`config.mk`:
```
export PLATFORM = sky130hd
export DESIGN_NAME = adressed_fifo_bank
export DESIGN_NICKNAME = d
export VERILOG_FILES = /design/src/rtl/adressed_fifo_bank.sv
export SDC_FILE = /design/constraint.sdc
export NUM_CORES = 1
export LEC_CHECK = 0
export ABC_AREA = 1
export BUFFER_PORTS_ARGS = -buffer_cell sky130_fd_sc_hd__buf_2
export CORE_AREA = 3 3 217 219
export CTS_BUF_LIST = sky130_fd_sc_hd__clkbuf_4 sky130_fd_sc_hd__clkbuf_8
export DETAILED_ROUTE_END_ITERATION = 12
export DIE_AREA = 0 0 220 222
export GPL_ROUTABILITY_DRIVEN = 0
export PLACE_DENSITY = 0.78
export RECOVER_POWER = 100
export SLEW_MARGIN = 0
export SYNTH_ARGS = -nofsm -noshare
export SYNTH_HDL_FRONTEND = slang
export SYNTH_SLANG_ARGS = --single-unit
```
`constraint.sdc`:
```
create_clock -name clock -period 2.9 [get_ports clock]
set_input_delay 0.58 -clock clock [delete_from_list [all_inputs] [get_ports clock]]
set_output_delay 0.58 -clock clock [all_outputs]
set_load 0.03 [all_outputs]
```
`src/rtl/adressed_fifo_bank.sv`:
```
// adressed_fifo_bank: bank of independent FIFO channels behind one shared address/data bus.
// read_enable pushes data_in into the selected channel, write_enable pops onto data_out.
module adressed_fifo_bank #(
    parameter int channel_count = 4,
    parameter int base_adress = 0,
    parameter int adress_width = 4,
    parameter int data_width = 8,
    parameter int length_as_power_of_2 = 4,
    parameter logic [channel_count-1:0] accept_mask = '1,
    parameter logic [channel_count-1:0] emit_mask = '1,
    parameter int almost_full_level = 2**length_as_power_of_2 - 1
) (
    input  logic clock,
    input  logic resetn,
    input  logic [adress_width-1:0] active_adress,
    input  logic [data_width-1:0] data_in,
    input  logic read_enable,
    input  logic write_enable,
    input  logic error_clear,
    output logic [data_width-1:0] data_out,
    output logic [length_as_power_of_2:0] selected_count,
    output logic [channel_count-1:0] full,
    output logic [channel_count-1:0] empty,
    output logic [channel_count-1:0] almost_full,
    output logic [channel_count-1:0] overflow,
    output logic [channel_count-1:0] underflow
);
    localparam int pw = length_as_power_of_2;
    localparam int depth = 2**pw;
    logic [data_width-1:0] pop_word [channel_count];
    logic [pw:0] sel_count [channel_count];
    logic [data_width-1:0] emit_word;
    for (genvar k = 0; k < channel_count; k++) begin : g_ch
        logic [data_width-1:0] mem [depth];
        logic [pw-1:0] wr_ptr, rd_ptr;
        logic [pw:0] count;
        logic hit, acc, em, push, pop, ovf_q, unf_q;
        assign hit = 32'(active_adress) == 32'(base_adress + k);
        assign acc = hit && read_enable && accept_mask[k];
        assign em = hit && write_enable && emit_mask[k];
        assign pop = em && !empty[k];
        // a full channel may still accept when the same edge frees a slot
        assign push = acc && (!full[k] || pop);
        assign full[k] = count[pw];
        assign empty[k] = count == '0;
        assign almost_full[k] = 32'(count) >= 32'(almost_full_level);
        assign overflow[k] = ovf_q;
        assign underflow[k] = unf_q;
        assign pop_word[k] = pop ? mem[rd_ptr] : '0;
        assign sel_count[k] = hit ? count : '0;
        always_ff @(posedge clock)
            if (push) mem[wr_ptr] <= data_in;
        always_ff @(posedge clock or negedge resetn)
            if (!resetn) begin
                wr_ptr <= '0;
                rd_ptr <= '0;
                count <= '0;
                ovf_q <= 1'b0;
                unf_q <= 1'b0;
            end else begin
                wr_ptr <= wr_ptr + pw'(push);
                rd_ptr <= rd_ptr + pw'(pop);
                count <= count + (pw+1)'(push) - (pw+1)'(pop);
                ovf_q <= !error_clear && (ovf_q || (acc && !push));
                unf_q <= !error_clear && (unf_q || (em && !pop));
            end
    end
    // at most one channel is selected, so OR-reducing picks its contribution
    always_comb begin
        emit_word = '0;
        selected_count = '0;
        for (int i = 0; i < channel_count; i++) begin
            emit_word = emit_word | pop_word[i];
            selected_count = selected_count | sel_count[i];
        end
    end
    always_ff @(posedge clock or negedge resetn)
        if (!resetn) data_out <= '0;
        else data_out <= emit_word;
endmodule

```
==> summary.txt <==
Critical path
  – Kind of start point of the critical path: input port
  – Worst R2R Start: g_ch[1].count[2]
  – Crit Reg-Reg Endpoint: g_ch[1].count[4]
  – Slowest cell on the critical path: sky130_fd_sc_hd__clkbuf_1
  – Crit Path Category: in2out
  – Depth of the worst register-to-register path: 13
  – Ordered list of cells on the worst path: buf_2, inv_1, nand2_1, clkbuf_1, nor3_1, inv_1, buf_4, o22ai_1, a21oi_1, o21ai_0, clkbuf_1
  – Worst EP arrival: 2.11 ns
  – Slowest Stage Delay on Critical Path: 0.34 ns
  – Endpoint type of the worst setup path: primary output
  – FF-to-FF setup slack: 0.23 ns
  – Worst-path maximum fanout: 4
  – Critical path required time: 2.32 ns

Worst hold path
  – Hold path cells: 2
  – Hold Path Class: in2reg
  – Start point of the worst min-delay path: error_clear
  – Worst Hold Endpoint: g_ch[3].ovf_q

Job
  – Count of max-cap constraint violations: 4

Timing
  – Final period utilization: 0.928
  – Worst hold-check slack: 0.175 ns
  – Worst slew margin relative to its limit: -0.410
  – Worst clock skew on the final layout: 0.0277 ns
  – Pin slew with the least headroom to its limit: 2.12 ns
  – Final Hold Vio Count: 0
  – Final-report max-slew violation count: 166
  – Max Freq: 372 MHz
  – Post-route worst setup slack: 0.210 ns
  – Final setup violating endpoints: 0
  – Post-layout minimum cycle time: 2.69 ns
  – RSZ-0062 raised after global routing: no

Power and ir drop
  – Worst vdd rail ir drop: 0.000823 V
  – Leak Pwr: 0.0124 µW
  – P per Cell Area: 847 nW/µm²

CTS
  – Clock-pin slew on the worst setup and hold paths: 0.06 ns
  – Post-CTS Hold Buffers: 0
  – TritonCTS clock tree: done
  – Buffer depth of the longest clock path: 3
  – Clock buffer count from CTS: 92
  – Clock root buffer master: sky130_fd_sc_hd__clkbuf_8
  – Maximum level of the CTS H-tree: 3
  – Latest clock arrival within the worst-skew pair: 0.68 ns
  – Sink Count: 580

Synthesis
  – Dominant cell by count in the synthesized netlist: sky130_fd_sc_hd__nand2_1
  – Most area-consuming cells after synthesis: sky130_fd_sc_hd__edfxtp_1 60%, sky130_fd_sc_hd__nand2_1 13%, sky130_fd_sc_hd__dfrtp_1 6.6%, sky130_fd_sc_hd__nand3_1 6.1%, sky130_fd_sc_hd__inv_1 5.1%
  – Cell count after synthesis: 2514
  – Portion of the post-synthesis area used by sequential elements: 0.663
  – Area of the mapped netlist: 25700 µm²
  – Number of nets in the synthesized netlist: 2587
  – Post-synthesis sequential element count: 580
  – Yosys warns: 0
  – Syn avg cell area: 10.2 µm²
  – Count of unique library cells instantiated by Yosys: 30
  – Top cell type by total area after synthesis: sky130_fd_sc_hd__edfxtp_1
  – Prevailing post-synth register cell: sky130_fd_sc_hd__edfxtp_1
  – Proportion of netlist area held by the largest area contributor: 0.597
  – Proportion of register bits with asynchronous set or reset after synthesis: 0.117
  – Post-synth top cells: 893 x sky130_fd_sc_hd__nand2_1, 512 x sky130_fd_sc_hd__edfxtp_1, 348 x sky130_fd_sc_hd__inv_1
  – Number of enable-type register cells in the synthesized netlist: 512

Die
  – Die outline height: 222 µm
  – I/O pins: 50
  – Placement row count: 78
  – Placeable core area: 45300 µm²
  – Horizontal die dimension: 220 µm
  – Total Die Area: 48800 µm²
  – Initial core utilization: 0.568

Route
  – Wirelength, routed: 58100 µm
  – WL/cell: 17.4 µm
  – Number of search-and-repair iterations in the first detailed-routing pass: 5
  – DR iter-0 viols: 1819
  – Via count: 17900
  – Vias per Instance: 5.36
  – Post-route DRC violation count: 0
  – Number of nets with antenna violations after routing: 0

Global route
  – Initial antenna violation count: 1
  – Remaining global-route overflow: 0
  – Via count of the first global-routing pass: 17700
  – First-pass GRT wire length: 92300 µm
  – Largest net degree at the start of global routing: 70
  – Global-route usage over all layers: 0.242

Final layout
  – Antenna cells: 0
  – Storage element area: 17100 µm²
  – Combined area of the multi-input logic cells: 6740 µm²
  – Number of fillers in the final layout: 3524
  – Layout net count: 2744
  – Fraction of the core area covered by cells at the end of the flow: 0.635
  – Share of final-layout standard cells stronger than drive strength 1: 0.0812
  – Signed area change from the synthesized netlist to the final layout: 11.7%

Outcome
  – Violations in the final reports: max-capacitance violations, max-slew violations
  – Outcome: complete, but fails checks

Placed design
  – Setup slack at placement: -0.0850 ns
  – Number of buffers added on ports: 49
  – Final HPWL from detailed placement: 36400 µm
[logic make-up after synthesis]
logic type,Yosys count,synth area share
AO/OA/AOI/OAI,56,0.0138
adder cells (fa/ha/maj),56,0.0284
flip-flops,580,0.663
buffers and inverters,471,0.0715
XOR/XNOR,28,0.00953
AND/OR/NAND/NOR,1323,0.213
[critical path: cells and delay by family]
kind / cells / cell delay, ns
compound gates: 3 / 0.32
simple gates: 2 / 0.28
buf+inv: 6 / 0.93
[flip-flops by register name, indices dropped and copies added (netlist names)]
name         cells
g_ch.count      20
g_ch.rd_ptr     16
data_out         8
g_ch.ovf_q       4
g_ch.wr_ptr     16
g_ch.mem       512
g_ch.unf_q       4
[power breakdown]
group,switching [µW],total [µW],leakage [µW],internal (µW)
Combinational,4790,6930,0.00592,2140
Sequential,470,9910,0.00543,9440
Clock,3220,7510,0.00105,4290
[routing by layer]
| metal | up-vias | track usage | share of wire |
|---|---|---|---|
| met1 | 8535 | 0.323 | 0.41 |
| li1 | 8473 | - | - |
| met2 | 785 | 0.400 | 0.49 |
| met4 | 0 | 0.0920 | 0.030 |
| met5 | - | 0 | 0 |
| met3 | 149 | 0.0415 | 0.076 |
[cell type report]
class,count,area share
clock inverters,41,0.0145
well taps,600,0.0261
flip-flops and latches,580,0.594
inverters,364,0.0475
multi-input cells,1463,0.235
repair buffers,170,0.0278
clock buffers,129,0.0554
[layout by cell type, fill, tap and decap left out, types with 13 or more instances in the layout]
cell type,n
sky130_fd_sc_hd__a21oi_1,17
sky130_fd_sc_hd__buf_4,30
sky130_fd_sc_hd__clkbuf_1,117
sky130_fd_sc_hd__clkbuf_2,13
sky130_fd_sc_hd__clkbuf_4,31
sky130_fd_sc_hd__clkbuf_8,100
sky130_fd_sc_hd__clkinv_1,25
sky130_fd_sc_hd__dfrtp_1,64
sky130_fd_sc_hd__edfxtp_1,512
sky130_fd_sc_hd__ha_1,52
sky130_fd_sc_hd__inv_1,350
sky130_fd_sc_hd__nand2_1,893
sky130_fd_sc_hd__nand3_1,316
sky130_fd_sc_hd__nor2_1,95
sky130_fd_sc_hd__o21ai_0,21
sky130_fd_sc_hd__xor2_1,22
[through the flow]
step,power [µW],cells,instance area [µm²],TNS [ns]
final,24400,3347,28800,0
after CTS,24500,3347,29200,0
after global routing,25800,3347,28800,0
after global placement,16700,3177,27200,0
after floorplan,15000,2514,25700,0
after detailed placement,17000,3177,27200,-0.176
[worst max-delay path by stage]
| stage | start | endpoint |
|---|---|---|
| 2_1_floorplan | active_adress[2] | g_ch[0].count[4] |
| 3_3_place_gp | active_adress[2] | g_ch[1].count[4] |
| 3_5_place_dp | active_adress[3] | g_ch[1].count[4] |
| 4_1_cts | g_ch[1].count[2] | g_ch[1].count[4] |
| 5_1_grt | active_adress[3] | g_ch[0].count[4] |
| 6_report | active_adress[2] | selected_count[4] |
[what timing repair did]
| item | in CTS | in global routing |
|---|---|---|
| setup endpoints to repair | 0 | 1 |
| gates resized for setup | 0 | 1 |
| buffers inserted | 0 | 0 |
Note: power is estimated with default switching activity, not from simulation.
